### src/rtl/cfg_rf_pkg.sv
// Shared constants for the configuration register file: byte map, CTRL bits,
// address helpers and the field access-type enum.
package cfg_rf_pkg;

  localparam int ROW_BYTES = 4;

  localparam int ADDR_CHIP_ID      = 'h00;
  localparam int ADDR_FIFO_RST     = 'h01;
  localparam int ADDR_FIFO_NUMEL   = 'h04;
  localparam int ADDR_FIFO_RD      = 'h08;
  localparam int ADDR_IRQ_DEASSERT = 'h0C;
  localparam int ADDR_IRQ_ASSERT   = 'h0E;
  localparam int ADDR_IRQ_STATUS   = 'h10;
  localparam int ADDR_IRQ_ENABLE   = 'h14;
  localparam int ADDR_CTRL         = 'h18;
  localparam int ADDR_EVENT_RATE   = 'h1C;
  localparam int ADDR_DAC_BASE     = 'h20;
  localparam int ADDR_BIAS_BASE    = 'h40;

  localparam logic [7:0] CHIP_ID = 8'hC5;

  localparam int CTRL_COMMIT_BIT = 0;
  localparam int CTRL_LOCK_BIT   = 8;

  localparam int THRESH_WIDTH = 10;
  localparam int EVENT_WIDTH  = 10;
  localparam int BIAS_WIDTH   = 24;

  typedef enum logic [2:0] {RW, RO, W1C, PULSE, SET_ONLY} access_e;

  // Row index and bit offset within the row of a byte address
  function automatic int ROW_DIV(input int byte_addr);
    return byte_addr / ROW_BYTES;
  endfunction

  function automatic int LSB_DIV(input int byte_addr);
    return (byte_addr % ROW_BYTES) * 8;
  endfunction

endpackage

### src/rtl/cfg_rf_irq_status.sv
// Sticky interrupt status (set by level sources, cleared by write-1), the
// interrupt enable register and the registered interrupt output.
module cfg_rf_irq_status #(
  parameter int NUM_IRQ_SRC = 4
) (
  input  logic                   clk,
  input  logic                   rst_n,
  input  logic [NUM_IRQ_SRC-1:0] irq_src,
  input  logic [NUM_IRQ_SRC-1:0] clr_mask,
  input  logic [NUM_IRQ_SRC-1:0] en_mask,
  input  logic [NUM_IRQ_SRC-1:0] en_wdata,
  output logic [NUM_IRQ_SRC-1:0] status,
  output logic [NUM_IRQ_SRC-1:0] enable,
  output logic                   irq
);

  logic [NUM_IRQ_SRC-1:0] status_reg;
  logic [NUM_IRQ_SRC-1:0] enable_reg;
  logic                   irq_reg;

  // Source set is OR-ed after the clear so a simultaneous set wins
  always_ff @(posedge clk or negedge rst_n) begin
    if (!rst_n) begin
      status_reg <= '0;
      enable_reg <= '0;
      irq_reg    <= 1'b0;
    end else begin
      status_reg <= (status_reg & ~clr_mask) | irq_src;
      enable_reg <= (enable_reg & ~en_mask) | (en_wdata & en_mask);
      irq_reg    <= |(status_reg & enable_reg);
    end
  end

  assign status = status_reg;
  assign enable = enable_reg;
  assign irq    = irq_reg;

endmodule

### src/rtl/cfg_regfile.sv
// Configuration register file between the SPI memory interface and the FIFO/IRQ/DAC/bias logic.
// Define CFG_RF_SHADOW_EN to double-buffer DAC/bias outputs behind a CTRL.COMMIT write.
module cfg_regfile
  import cfg_rf_pkg::*;
#(
  parameter int RF_AWIDTH   = 5,
  parameter int RF_WIDTH    = 32,
  parameter int NUM_DACS    = 8,
  parameter int DAC_WIDTH   = 10,
  parameter int NUM_BIASES  = 4,
  parameter int NUM_IRQ_SRC = 4,
  parameter int FIFO_AWIDTH = 10,
  localparam int RF_MASK    = RF_WIDTH / 8
) (
  input  logic                             clk,
  input  logic                             rst_n,
  input  logic [RF_AWIDTH-1:0]             addr,
  input  logic                             we,
  input  logic [RF_WIDTH-1:0]              wdata,
  input  logic [RF_MASK-1:0]               wmask,
  output logic [RF_WIDTH-1:0]              rdata,
  output logic                             fifo_rst_n,
  output logic                             fifo_rd_en,
  input  logic [FIFO_AWIDTH-1:0]           fifo_numel,
  output logic [THRESH_WIDTH-1:0]          irq_deassert_thresh,
  output logic [THRESH_WIDTH-1:0]          irq_assert_thresh,
  input  logic [NUM_IRQ_SRC-1:0]           irq_src,
  output logic                             irq,
  input  logic [EVENT_WIDTH-1:0]           event_rate,
  output logic [NUM_DACS*DAC_WIDTH-1:0]    dac_config,
  output logic [NUM_BIASES*BIAS_WIDTH-1:0] bias
);

  localparam logic [RF_AWIDTH-1:0] ROW_CHIP_ID    = RF_AWIDTH'(ROW_DIV(ADDR_CHIP_ID));
  localparam logic [RF_AWIDTH-1:0] ROW_FIFO_RST   = RF_AWIDTH'(ROW_DIV(ADDR_FIFO_RST));
  localparam logic [RF_AWIDTH-1:0] ROW_FIFO_NUMEL = RF_AWIDTH'(ROW_DIV(ADDR_FIFO_NUMEL));
  localparam logic [RF_AWIDTH-1:0] ROW_FIFO_RD    = RF_AWIDTH'(ROW_DIV(ADDR_FIFO_RD));
  localparam logic [RF_AWIDTH-1:0] ROW_DEASSERT   = RF_AWIDTH'(ROW_DIV(ADDR_IRQ_DEASSERT));
  localparam logic [RF_AWIDTH-1:0] ROW_ASSERT     = RF_AWIDTH'(ROW_DIV(ADDR_IRQ_ASSERT));
  localparam logic [RF_AWIDTH-1:0] ROW_STATUS     = RF_AWIDTH'(ROW_DIV(ADDR_IRQ_STATUS));
  localparam logic [RF_AWIDTH-1:0] ROW_ENABLE     = RF_AWIDTH'(ROW_DIV(ADDR_IRQ_ENABLE));
  localparam logic [RF_AWIDTH-1:0] ROW_CTRL       = RF_AWIDTH'(ROW_DIV(ADDR_CTRL));
  localparam logic [RF_AWIDTH-1:0] ROW_EVENT      = RF_AWIDTH'(ROW_DIV(ADDR_EVENT_RATE));
  localparam int LANE_FIFO_RST = LSB_DIV(ADDR_FIFO_RST) / 8;
  localparam int LANE_FIFO_RD  = LSB_DIV(ADDR_FIFO_RD) / 8;
  localparam int LSB_DEASSERT  = LSB_DIV(ADDR_IRQ_DEASSERT);
  localparam int LSB_ASSERT    = LSB_DIV(ADDR_IRQ_ASSERT);

  logic [RF_WIDTH-1:0]     wbits;
  logic                    cfg_wr_ok;
  logic                    wr_ctrl;
  logic                    lock_reg;
  logic                    fifo_rst_n_reg;
  logic                    fifo_rd_en_reg;
  logic [THRESH_WIDTH-1:0] deassert_reg;
  logic [THRESH_WIDTH-1:0] assert_reg;
  logic [NUM_IRQ_SRC-1:0]  irq_status;
  logic [NUM_IRQ_SRC-1:0]  irq_enable;
  logic [NUM_IRQ_SRC-1:0]  clr_mask;
  logic [NUM_IRQ_SRC-1:0]  en_mask;
  logic [RF_WIDTH-1:0]     dac_rd  [NUM_DACS];
  logic [RF_WIDTH-1:0]     bias_rd [NUM_BIASES];
  logic [RF_WIDTH-1:0]     rd_fixed;
  logic                    commit_reg;
  logic                    unused_bits;

  // Expand byte-lane enables to a per-bit write mask
  for (genvar gi = 0; gi < RF_WIDTH; gi++) begin : g_wbits
    assign wbits[gi] = wmask[gi/8];
  end

  assign cfg_wr_ok = we && !lock_reg;
  assign wr_ctrl   = we && (addr == ROW_CTRL);

  always_ff @(posedge clk or negedge rst_n) begin
    if (!rst_n) begin
      lock_reg       <= 1'b0;
      fifo_rst_n_reg <= 1'b0;
      fifo_rd_en_reg <= 1'b0;
      deassert_reg   <= '0;
      assert_reg     <= '0;
      commit_reg     <= 1'b0;
    end else begin
      if (wr_ctrl && wbits[CTRL_LOCK_BIT] && wdata[CTRL_LOCK_BIT])
        lock_reg <= 1'b1;
      fifo_rst_n_reg <= !(we && (addr == ROW_FIFO_RST) && wmask[LANE_FIFO_RST]);
      fifo_rd_en_reg <= we && (addr == ROW_FIFO_RD) && wmask[LANE_FIFO_RD];
      commit_reg     <= wr_ctrl && wbits[CTRL_COMMIT_BIT] && wdata[CTRL_COMMIT_BIT];
      if (cfg_wr_ok && (addr == ROW_DEASSERT))
        deassert_reg <= (deassert_reg & ~wbits[LSB_DEASSERT +: THRESH_WIDTH])
                      | (wdata[LSB_DEASSERT +: THRESH_WIDTH] & wbits[LSB_DEASSERT +: THRESH_WIDTH]);
      if (cfg_wr_ok && (addr == ROW_ASSERT))
        assert_reg <= (assert_reg & ~wbits[LSB_ASSERT +: THRESH_WIDTH])
                    | (wdata[LSB_ASSERT +: THRESH_WIDTH] & wbits[LSB_ASSERT +: THRESH_WIDTH]);
    end
  end

  assign clr_mask = (we && (addr == ROW_STATUS)) ? (wdata[NUM_IRQ_SRC-1:0] & wbits[NUM_IRQ_SRC-1:0]) : '0;
  assign en_mask  = (cfg_wr_ok && (addr == ROW_ENABLE)) ? wbits[NUM_IRQ_SRC-1:0] : '0;

  cfg_rf_irq_status #(
    .NUM_IRQ_SRC(NUM_IRQ_SRC)
  ) u_irq_status (
    .clk      (clk),
    .rst_n    (rst_n),
    .irq_src  (irq_src),
    .clr_mask (clr_mask),
    .en_mask  (en_mask),
    .en_wdata (wdata[NUM_IRQ_SRC-1:0]),
    .status   (irq_status),
    .enable   (irq_enable),
    .irq      (irq)
  );

  for (genvar gi = 0; gi < NUM_DACS; gi++) begin : g_dac
    localparam int BYTE_ADDR = ADDR_DAC_BASE + 2*gi;
    localparam logic [RF_AWIDTH-1:0] ROW = RF_AWIDTH'(ROW_DIV(BYTE_ADDR));
    localparam int LSB = LSB_DIV(BYTE_ADDR);
    logic [DAC_WIDTH-1:0] stage_reg;

    always_ff @(posedge clk or negedge rst_n) begin
      if (!rst_n)
        stage_reg <= '0;
      else if (cfg_wr_ok && (addr == ROW))
        stage_reg <= (stage_reg & ~wbits[LSB +: DAC_WIDTH]) | (wdata[LSB +: DAC_WIDTH] & wbits[LSB +: DAC_WIDTH]);
    end

    assign dac_rd[gi] = (addr == ROW) ? (RF_WIDTH'(stage_reg) << LSB) : '0;

`ifdef CFG_RF_SHADOW_EN
    logic [DAC_WIDTH-1:0] live_reg;
    always_ff @(posedge clk or negedge rst_n) begin
      if (!rst_n)
        live_reg <= '0;
      else if (commit_reg)
        live_reg <= stage_reg;
    end
    assign dac_config[gi*DAC_WIDTH +: DAC_WIDTH] = live_reg;
`else
    assign dac_config[gi*DAC_WIDTH +: DAC_WIDTH] = stage_reg;
`endif
  end

  for (genvar gi = 0; gi < NUM_BIASES; gi++) begin : g_bias
    localparam logic [RF_AWIDTH-1:0] ROW = RF_AWIDTH'(ROW_DIV(ADDR_BIAS_BASE + 4*gi));
    logic [BIAS_WIDTH-1:0] stage_reg;

    always_ff @(posedge clk or negedge rst_n) begin
      if (!rst_n)
        stage_reg <= '0;
      else if (cfg_wr_ok && (addr == ROW))
        stage_reg <= (stage_reg & ~wbits[BIAS_WIDTH-1:0]) | (wdata[BIAS_WIDTH-1:0] & wbits[BIAS_WIDTH-1:0]);
    end

    assign bias_rd[gi] = (addr == ROW) ? RF_WIDTH'(stage_reg) : '0;

`ifdef CFG_RF_SHADOW_EN
    logic [BIAS_WIDTH-1:0] live_reg;
    always_ff @(posedge clk or negedge rst_n) begin
      if (!rst_n)
        live_reg <= '0;
      else if (commit_reg)
        live_reg <= stage_reg;
    end
    assign bias[gi*BIAS_WIDTH +: BIAS_WIDTH] = live_reg;
`else
    assign bias[gi*BIAS_WIDTH +: BIAS_WIDTH] = stage_reg;
`endif
  end

  always_comb begin
    rd_fixed = '0;
    case (addr)
      ROW_CHIP_ID:    rd_fixed[7:0] = CHIP_ID;
      ROW_FIFO_NUMEL: rd_fixed[FIFO_AWIDTH-1:0] = fifo_numel;
      ROW_DEASSERT: begin
        rd_fixed[LSB_DEASSERT +: THRESH_WIDTH] = deassert_reg;
        rd_fixed[LSB_ASSERT +: THRESH_WIDTH]   = assert_reg;
      end
      ROW_STATUS:     rd_fixed[NUM_IRQ_SRC-1:0] = irq_status;
      ROW_ENABLE:     rd_fixed[NUM_IRQ_SRC-1:0] = irq_enable;
      ROW_CTRL:       rd_fixed[CTRL_LOCK_BIT] = lock_reg;
      ROW_EVENT:      rd_fixed[EVENT_WIDTH-1:0] = event_rate;
      default:        rd_fixed = '0;
    endcase
    rdata = rd_fixed;
    for (int i = 0; i < NUM_DACS; i++)
      rdata = rdata | dac_rd[i];
    for (int i = 0; i < NUM_BIASES; i++)
      rdata = rdata | bias_rd[i];
  end

  assign fifo_rst_n          = fifo_rst_n_reg;
  assign fifo_rd_en          = fifo_rd_en_reg;
  assign irq_deassert_thresh = deassert_reg;
  assign irq_assert_thresh   = assert_reg;

  // Commit is only consumed by the shadowed build; upper data bits map to no field
  assign unused_bits = ^{wdata, wbits, commit_reg};

endmodule
### config.mk
export PLATFORM = sky130hd
export DESIGN_NAME = cfg_regfile
export DESIGN_NICKNAME = d
export VERILOG_FILES = /design/src/rtl/cfg_rf_pkg.sv /design/src/rtl/cfg_rf_irq_status.sv /design/src/rtl/cfg_regfile.sv
export SDC_FILE = /design/constraint.sdc
export NUM_CORES = 1
export LEC_CHECK = 0
export BUFFER_PORTS_ARGS = -buffer_cell sky130_fd_sc_hd__buf_2
export CAP_MARGIN = 20
export CORE_AREA = 2 2 204 206
export CTS_CLUSTER_SIZE = 14
export DETAILED_ROUTE_END_ITERATION = 12
export DIE_AREA = 0 0 206 208
export HOLD_SLACK_MARGIN = 0.05
export MAX_ROUTING_LAYER = met4
export PLACE_DENSITY = 0.48
export SYNTH_ARGS = -nofsm -noshare
export SYNTH_HDL_FRONTEND = slang
export SYNTH_HIERARCHICAL = 1
export SYNTH_SLANG_ARGS = --single-unit
### constraint.sdc
create_clock -name clk -period 2.2 [get_ports clk]
set_clock_uncertainty 0.15 [all_clocks]
set_input_delay 0.11 -clock clk [delete_from_list [all_inputs] [get_ports clk]]
set_output_delay 0.11 -clock clk [all_outputs]
set_load 0.02 [all_outputs]
After elaboration in Yosys (flattened, before gate mapping)
Index checks and enable logic that the tools add are counted.
{"block": "totals", "input_bits": 68, "output_inout_bits": 231, "wordCells": 132, "register_bits": 208}
{"block": "classes", "n_mux": 19, "n_eq_ne": 15, "reduce_logical": 23, "bitwise": 55}
{"cell": "10-bit AND", "count": 12}
{"cell": "24-bit AND", "count": 5}
{"cell": "26-bit 2-to-1 mux", "count": 4}
{"cell": "26-bit by 10-bit bitwise OR with 26-bit output", "count": 4}
{"cell": "26-bit by 24-bit bitwise OR with 26-bit output", "count": 4}
{"cell": "26-bit bitwise OR", "count": 4}
{"cell": "10-bit bitwise OR", "count": 10}
{"cell": "24-bit 2-to-1 mux", "count": 4}
{"cell": "24-bit bitwise OR", "count": 4}
{"cell": "10-bit 2-to-1 mux", "count": 5}
{"cell": "24-bit NOT", "count": 1}
{"cell": "4-bit case mux with 6 select lines", "count": 1}
{"cell": "4-bit AND", "count": 5}
{"cell": "5-bit by 3-bit == test with 1-bit output (second input constant)", "count": 4}
{"cell": "5-bit by 4-bit == test with 1-bit output (second input constant)", "count": 4}
{"cell": "5-bit == test (second input constant)", "count": 4}
{"cell": "10-bit NOT", "count": 2}
{"cell": "1-bit logical AND", "count": 19}
{"cell": "4-bit case mux with 4 select lines", "count": 1}
{"cell": "5-bit by 2-bit == test with 1-bit output (second input constant)", "count": 2}
{"cell": "4-bit 2-to-1 mux", "count": 2}
{"cell": "4-bit NOT", "count": 2}
{"cell": "4-bit bitwise OR", "count": 2}
{"cell": "5-bit by 1-bit == test with 1-bit output (second input constant)", "count": 1}
{"cell": "5 further kinds", "count": 6}

Depth between registers and ports, before layout
{"block": "logic_depth", "depth_word": 14, "depth_mapped": 7, "depth_no_buf": 5}

By module
The synthesis kept the hierarchy.
{"module": "cfg_regfile", "seq_area_each_um2": 4979.8, "n_inst": 1, "area_each_um2": 9684.3, "cells_per_inst": 732}
{"module": "cfg_rf_irq_status", "seq_area_each_um2": 225.2, "n_inst": 1, "area_each_um2": 349.1, "cells_per_inst": 24}

Worst setup path after synthesis
Ideal clock, no wire load.
{"block": "synth_timing", "path_type": "register to register", "startpoint": "register lock_reg", "endpoint": "register with a tool-made name", "path_buffers": 1, "stages_incl_launch_ff": 6, "setup_ps": 125, "period_less_slack_ps": 1876, "arrival_ps": 1601, "path_slack_ps": 324, "t_required_ps": 1925, "path_cell_list": "dfrtp_1 nor2b_1 buf_4 nand2_1 nor2_4 mux2_2"}
{"element": "from (decl)", "line_no": "cfg_regfile.sv:52", "rtl": "logic lock_reg;"}
{"element": "from (signal assigned)", "line_no": "cfg_regfile.sv:77", "rtl": "lock_reg <= 1'b0;"}
{"element": "from (signal assigned)", "line_no": "cfg_regfile.sv:85", "rtl": "lock_reg <= 1'b1;"}

==> flow_summary.toml <==
[yosys]
syn_area_per_cell_um2 = 13.27
ys.flop_type = "dfrtp_1"
synth_area_um2 = 10030
async_reset_ff_share_pct = 100.0
syn_inst = 756
synthDistinctLibCells = 60
yosysSeqAreaShare_pct = 51.88
synth-warning-count = 6
ys_seq_elements = 208
synth-edff-count = 0

[setup_path]
path_class = "reg -> out"
r2r_start = "lock_reg$_DFFE_PN0P_"
worst-r2r-cell-count = 5
ff2ff_setup_slack_ps = 80
cp_slowest_cell = "mux4_2"
critical_path_buf_inv_count = 1
startpoint_type = "flop"
worst-endpoint-required_ps = 1940
max_stage_delay_ps = 470
end_kind = "primary output"
path_cells = "mux4_2, a222oi_1, o21ai_1, buf_4"
cp.arrival_ps = 2000
cp_max_fo = 2
critical_path.top_delay_family = "multiplexers"

[route]
ant_nets = 0
drtPass1Iterations = 5
viasPerCell = 4.831
num_vias = 8426
drc_errors = 0
totalWireLength_mm = 42.73
wl_per_cell_um = 24.50
drt_iter0_markers = 472

[clock_tree]
clockBufferDepth = 3
clock_sinks = 208
cts_tree = "done"
cts_root_buf = "clkbuf_16"
clk_pin_slew_ps = 60
htreeDepth = 1
clk_latency_ps = 550
cts_buffers = 26

[timing]
fin_hold_ws_ps = 234.9
slew_headroom_pct = 60.89
period_needed_ps = 2257
final_max_slew_viol_count = 0
timing.final.crit_share_pct = 102.6
finalSetupViolations = 6
rsz0062_at_grt = "true"
hold_viol = 0
setup_slack_ps = -57.44
worst_slew_pin_slew_ps = 586.0
max_freq_mhz = 443.0

[place]
io_buffers = 286
dp_slack_ps = -4.164
hpwl_mm = 31.29
place.gp.congestion = 0.8093

[power_and_ir_drop]
peakVddDrop_mv = 0.5116
p_leak_nw = 7.263
p_per_area_nw_per_um2 = 802.5

[die]
placementRows = 74
start_util_pct = 24.74
die_y_um = 208
die_w_um = 206
io_pins = 299
die-area_um2 = 42850
core_region_area_um2 = 40550

[cells_and_area]
finish.utilization_pct = 35.69
drive_above_1_share_pct = 58.10
layout_commonest_cell = "buf_2"
layout_common_cells = "280 x buf_2, 208 x dfrtp_1, 205 x mux2_2, 90 x buf_4, 46 x dlygate4sd3_1"
area_delta_synth_final_pct = 44.24
num-fill-cells = 4104
final_nets = 1259

[global_routing]
antenna_found_initial = 3
grt_usage_pct = 20.17
grt_pass1_wl_mm = 61.09
grt_overflow_total = 0
grt_pass1_vias = 8581
grt_max_degree = 56

[job]
maxCapViolCount = 0

[outcome]
status = "complete, but fails checks"
violations = "negative setup slack"

[min_path]
min_from = "wdata[13]"
holdCritPathClass = "in -> reg"
worstHoldPathCells = 3
## what timing repair did
item / 4_1_cts / 5_1_grt
pin swaps: 3 / 11
buffers inserted: 10 / 8
resized for setup: 14 / 16
endpoints found under the setup margin: 14 / 28
hold buffers: 47 / 0
endpoints found under the hold margin: 415 / 0
## through the flow
stage	power, mW	setup TNS (ps)	cell area, um2	std cells
global placement	7.294	0	12880	1630
global route	12.13	-942.3	14470	1744
detailed placement	7.325	-10.64	12880	1630
CTS	11.72	-490.6	14330	1734
floorplan	6.125	0	10050	761
finish	11.61	-189.8	14470	1744
## layout make-up
type                    instances  area [um2]  share of cell area (%)
flip-flops and latches        208        5205                   35.96
multi-input cells             507        4693                   32.43
repair buffers                443        3044                   21.03
clock buffers                  36       738.2                   5.101
well taps                     532       665.6                   4.599
clock inverters                11       102.6                  0.7089
inverters                       5       18.77                  0.1297
diodes                          2       5.005                 0.03458
## report_power, final
part | switching (mW) | internal [mW]
clock | 1.76 | 2.46
combinational | 1.54 | 1.10
sequential | 0.422 | 4.33
## worst max path at each step
| stage | depth (start not counted) | start | to |
|---|---|---|---|
| finish | 4 | flop | rdata[21] |
| global route | 4 | flop | rdata[21] |
| floorplan | 5 | lock_reg$_DFFE_PN0P_ | flop |
| CTS | 4 | flop | rdata[21] |
| global placement | 7 | addr[0] | rdata[9] |
| detailed placement | 6 | addr[4] | flop |
## synthesized netlist by cell type (5+ instances only)
cell	number	area [um2]
nand4_1	5	31.28
dfrtp_1	208	5205
nor3_1	5	25.02
nor2_4	12	135.1
a221oi_1	5	43.79
and2_1	6	37.54
a222oi_1	9	90.09
a22oi_1	34	255.2
nor2b_1	8	50.05
a21oi_1	5	25.02
buf_2	13	65.06
a32oi_1	7	61.31
nand3_1	15	75.07
nand2_1	25	93.84
and3_1	14	87.58
nand3b_1	6	45.04
a2111oi_0	5	43.79
a22o_1	16	140.1
clkbuf_1	17	63.81
nor2_1	22	82.58
buf_4	8	60.06
mux2_2	206	2320
mux2i_1	15	150.1
o21ai_0	7	35.03
inv_1	5	18.77
mux2_1	6	67.56
## layer usage
| metal | global-route usage [%] | wire length (um) | share of wire [%] |
|---|---|---|---|
| met4 | 4.926 | 889 | 2.1 |
| met2 | 31.64 | 20290 | 47 |
| met3 | 4.151 | 2814 | 6.6 |
| met1 | 26.59 | 18740 | 44 |
| met5 | - | 0 | 0 |
## cell families after synthesis
family          count (synthesis)  synth area share (%)
other cells                     1               0.03738
buf+inv                        46                 2.332
compound gates                106                 8.330
mux                           233                 26.34
flops                         208                 51.88
simple gates                  162                 11.09
## worst reg2reg max path: stages (launching register included)
cell           delay, ps
dfrtp_1              410
nor2b_1              170
buf_4                170
nand3_4              190
mux2_1               370
dlygate4sd3_1        560
(Power assumes the default switching activity.)
